<file path="config.mk">
export PLATFORM = sky130hd
export DESIGN_NAME = priority_irq_ctrl
export DESIGN_NICKNAME = d
export VERILOG_FILES = /design/src/rtl/priority_pkg.sv /design/src/rtl/prio_find_first.sv /design/src/rtl/priority_irq_ctrl.sv
export SDC_FILE = /design/constraint.sdc
export NUM_CORES = 1
export LEC_CHECK = 0
export ABC_CLOCK_PERIOD_IN_PS = 2300
export CELL_PAD_IN_SITES_DETAIL_PLACEMENT = 1
export CELL_PAD_IN_SITES_GLOBAL_PLACEMENT = 1
export CORE_MARGIN = 2
export CORE_UTILIZATION = 27
export DETAILED_ROUTE_END_ITERATION = 8
export GPL_TIMING_DRIVEN = 0
export PLACE_DENSITY_LB_ADDON = 0.2
export SYNTH_ARGS = -nofsm -noshare
export SYNTH_HDL_FRONTEND = slang
export SYNTH_SLANG_ARGS = --single-unit
</file>
<file path="constraint.sdc">
create_clock -name clk -period 2.3 [get_ports clk]
set_input_delay 0.23 -clock clk [delete_from_list [all_inputs] [get_ports clk]]
set_output_delay 0.23 -clock clk [all_outputs]
set_load 0.05 [all_outputs]
</file>
<file path="src/rtl/priority_pkg.sv">
// Shared helpers for priority_irq_ctrl: idle-code and one-hot mask generation.
package priority_pkg;

  localparam int unsigned MAX_N = 256;

  // All-ones code of the given width; callers cast down to their index width.
  function automatic logic [7:0] idle_code(input int unsigned w);
    logic [8:0] v_s;
    v_s = (9'd1 << w) - 9'd1;
    return v_s[7:0];
  endfunction

  function automatic logic [MAX_N-1:0] onehot(input int unsigned idx, input int unsigned n);
    logic [MAX_N-1:0] v_s;
    if (idx < n) begin
      v_s = {{(MAX_N-1){1'b0}}, 1'b1} << idx;
    end else begin
      v_s = '0;
    end
    return v_s;
  endfunction

endpackage

</file>
<file path="src/rtl/prio_find_first.sv">
// Combinational search for the first set bit of vec, starting at index start
// and wrapping at N.
module prio_find_first #(
  parameter  int N = 8,
  localparam int W = $clog2(N)
) (
  input  logic [N-1:0] vec,
  input  logic [W-1:0] start,
  output logic [W-1:0] idx,
  output logic         any
);

  // Scan from the farthest offset down so the nearest set bit is assigned last.
  always_comb begin
    int p;
    p   = 0;
    idx = '0;
    any = 1'b0;
    for (int i = N - 1; i >= 0; i--) begin
      p = (int'(start) + i) % N;
      if (vec[W'(p)]) begin
        idx = W'(p);
        any = 1'b1;
      end else begin
        any = any;
      end
    end
  end

endmodule

</file>
<file path="src/rtl/priority_irq_ctrl.sv">
// Registered N-input active-low priority encoder with request latching and ack.
// Define PRIO_RR_EN for round-robin arbitration; otherwise index 0 always wins.
module priority_irq_ctrl
  import priority_pkg::*;
#(
  parameter  int N = 8,
  localparam int W = $clog2(N)
) (
  input  logic         clk,
  input  logic         rst_n,
  input  logic         E,
  input  logic [N-1:0] I,
  input  logic         ack,
  output logic [W-1:0] A,
  output logic         GS,
  output logic         EO,
  output logic [N-1:0] pend
);

  logic [N-1:0] r_pend;
  logic [W-1:0] r_a;
  logic         r_gs;
  logic         r_eo;

  logic         w_qual_ack;
  logic [N-1:0] w_clr;
  logic [N-1:0] w_pend_next;
  logic [W-1:0] w_start;
  logic [W-1:0] w_idx;
  logic         w_any;
  logic [W-1:0] w_idle;

  assign w_idle = W'(idle_code(W));

  // Ack only counts while enabled and a valid index is presented; new requests beat the clear.
  always_comb begin
    w_qual_ack  = ack & ~r_gs & ~E;
    if (w_qual_ack) begin
      w_clr = N'(onehot(32'(r_a), N));
    end else begin
      w_clr = '0;
    end
    w_pend_next = (r_pend & ~w_clr) | ~I;
  end

`ifdef PRIO_RR_EN
  logic [W-1:0] r_ptr;
  logic [W-1:0] w_ptr_next;

  // The search for this edge already starts past the index being acknowledged.
  always_comb begin
    if (w_qual_ack) begin
      if ((32'(r_a) + 32'd1) >= 32'(N)) begin
        w_ptr_next = '0;
      end else begin
        w_ptr_next = r_a + W'(1);
      end
    end else begin
      w_ptr_next = r_ptr;
    end
  end

  // Round-robin start pointer.
  always_ff @(posedge clk or negedge rst_n) begin
    if (!rst_n) begin
      r_ptr <= '0;
    end else begin
      r_ptr <= w_ptr_next;
    end
  end

  assign w_start = w_ptr_next;
`else
  assign w_start = '0;
`endif

  prio_find_first #(.N(N)) u_find (
    .vec   (w_pend_next),
    .start (w_start),
    .idx   (w_idx),
    .any   (w_any)
  );

  // Pending vector and encoded outputs.
  always_ff @(posedge clk or negedge rst_n) begin
    if (!rst_n) begin
      r_pend <= '0;
      r_a    <= w_idle;
      r_gs   <= 1'b1;
      r_eo   <= 1'b1;
    end else begin
      r_pend <= w_pend_next;
      if (E) begin
        r_a  <= w_idle;
        r_gs <= 1'b1;
        r_eo <= 1'b1;
      end else if (w_any) begin
        r_a  <= w_idx;
        r_gs <= 1'b0;
        r_eo <= 1'b1;
      end else begin
        r_a  <= w_idle;
        r_gs <= 1'b1;
        r_eo <= 1'b0;
      end
    end
  end

  assign A    = r_a;
  assign GS   = r_gs;
  assign EO   = r_eo;
  assign pend = r_pend;

endmodule

</file>
==> impl_metrics.toml <==
[cts]
htree_levels = 1
hold_buffers = 0
post_cts_buffers = 0
clk_pin_slew_ps = 70
cts_tree = "built"
numCtsBuffers = 3
cts.path.max_buffers = 2
cts_root_buf = "clkbuf_4"
cts-resized-gates = 0
clk_latency_ps = 250
clkSinkCount = 11

[sta]
rsz0062_at_grt = "false"
setup_viol = 0
fin_skew_ps = 1.13
worstMarginPinSlew_ps = 507
timing_hold_violations_final = 0
setup_tns_ps = 0
period_minus_slack_ps = 1930
slew_viol_final = 0
slew_headroom_pct = 66.1
timing.fmax_mhz = 518
period_share_pct = 83.9
post-route-worst-setup-slack_ps = 370

[worst_setup_path]
endpoint_kind = "output pin"
crit_required_ps = 2070
cp-start-kind = "flop"
cp_data_arrival_time_ps = 1700
path_max_fanout = 4
critPathLaunch = "GS"
criticalPathCategory = "flop to output pin"
reg2reg_from = "GS"

[logic_synthesis]
ys_seq_area_share_pct = 66.4
yosysUniqueCellTypes = 16
yosys.area_share.simple_pct = 16.4
synth_compound_area_share_pct = 11.0
synth_xor_area_share_pct = 0
synth_cells = 33
synth_area_per_cell_sq_um = 12.7
synth_fa_ha_area_share_pct = 0
synth_area_sq_um = 420
synthesis.nets = 45
ys_ff_latch = 11
synth_top_family_by_area = "simple AND/OR/NAND/NOR gates"
muxShareOfSynthArea_pct = 0
synth_warnings = 0

[global_route]
grt_max_degree = 12
grt_pass1_wl_mm = 1.48
first_global_vias = 340
grt-ovfl-total = 0
grt_usage_pct = 10.5
antenna_found_initial = 0

[pwr]
p_per_area_nw_per_um2 = 569
p_leak_nw = 0.265
peakVddDrop_uv = 285

[drt]
wl_per_cell_um = 12.0
drc = 0
final_antenna_net_count = 0
dr.pass1.iters = 3
vias = 329
wirelength_um = 910
vias_per_cell = 4.33
drtIter0Drc = 6

[finish]
drive_gt1_share_pct = 15.0
stdcell_count = 76
layout_commonest_cell = "clkdlybuf4s50_1"
nets = 73
area_delta_synth_final_pct = 65.8
diodes = 0
final_cell_mix = "clkdlybuf4s50_1, dfrtp_1, nand2b_1, dfstp_2, clkbuf_4"

[floorplanning]
die_x_um = 43.5
dieArea_sq_um = 1890
start_util_pct = 28.2
rows = 14
die_h_um = 43.5
core_area_sq_um = 1490
ios = 25

[placed_design]
place_congestion = 0.649
dp_cells = 72
place_ws_ps = 625
portBuffers = 23

[status]
status = "complete, no violations"

[hold_path]
worst_hold_path_type = "primary input to asynchronous set/reset pin"

[run]
drv_cap = 0
critical path, cell delays in order, from the launching register on:
cell             delay, ps
dfstp_2                560
buf_4                  100
clkdlybuf4s50_1        780
metrics by stage:
step	hold slack, ps	power (mW)	utilization (%)	cell area, sq um
after floorplan	-65.6	0.240	-	420
after global placement	449	0.275	45.0	671
after detailed placement	452	0.276	45.0	671
after CTS	316	0.404	46.8	697
after global routing	330	0.422	46.8	697
final	298	0.396	46.8	697
state kept, by name (all words and copies together) (netlist names):
signal	cells
A	2
GS	1
pend	8
synthesized netlist by cell type:
cell type  instances  share of area, %
a21bo_1            1               2.4
a21oi_1            1               1.2
a31oi_1            1               1.5
buf_4              2               3.6
conb_1             1              0.89
dfrtp_1            8                48
dfstp_2            3                19
inv_1              2               1.8
nand2_1            2               1.8
nand2b_1           4               6.0
nand4bb_1          1               2.7
nor2_1             1              0.89
nor2b_1            1               1.5
nor4b_2            1               3.6
o21ai_0            2               2.4
o21bai_1           2               3.6
power breakdown:
| part | internal [mW] | total (mW) | switching, mW | leakage (nW) |
|---|---|---|---|---|
| clock | 0.0668 | 0.124 | 0.0576 | 0.0150 |
| sequential | 0.200 | 0.204 | 0.00390 | 0.102 |
| combinational | 0.0314 | 0.0676 | 0.0362 | 0.148 |
| total | 0.299 | 0.396 | 0.0977 | 0.265 |
layer usage:
metal	wire, um	vias to the layer above	global-route usage [%]
li1	-	161	-
met2	451	9	15.5
met5	0	-	0
met1	416	159	15.1
met3	42	0	2.50
met4	0	0	3.64
worst paths after layout:
path                       slack (ps)  cells after the start      end
min reg2reg                       470                      1  pend[5]
min                               300                      1  pend[4]
min in group clk                  460                      2  pend[5]
max in group asynchronous        1660                      1       GS
max                               370                      2     A[2]
max reg2reg                      1060                      4     A[0]
cell families after synthesis:
family | count (synthesis)
flops | 11
simple gates | 10
compound gates | 7
buf+inv | 4
other cells | 1
cell type report:
type	instances	area, sq um
timing repair buffer	23	230
inverter	2	7.51
multi-input combinational	18	119
buffer	2	15.0
fill	169	792
tap	16	20.0
clock buffer	4	26.3
sequential	11	279
Note: power is estimated with default switching activity, not from simulation.
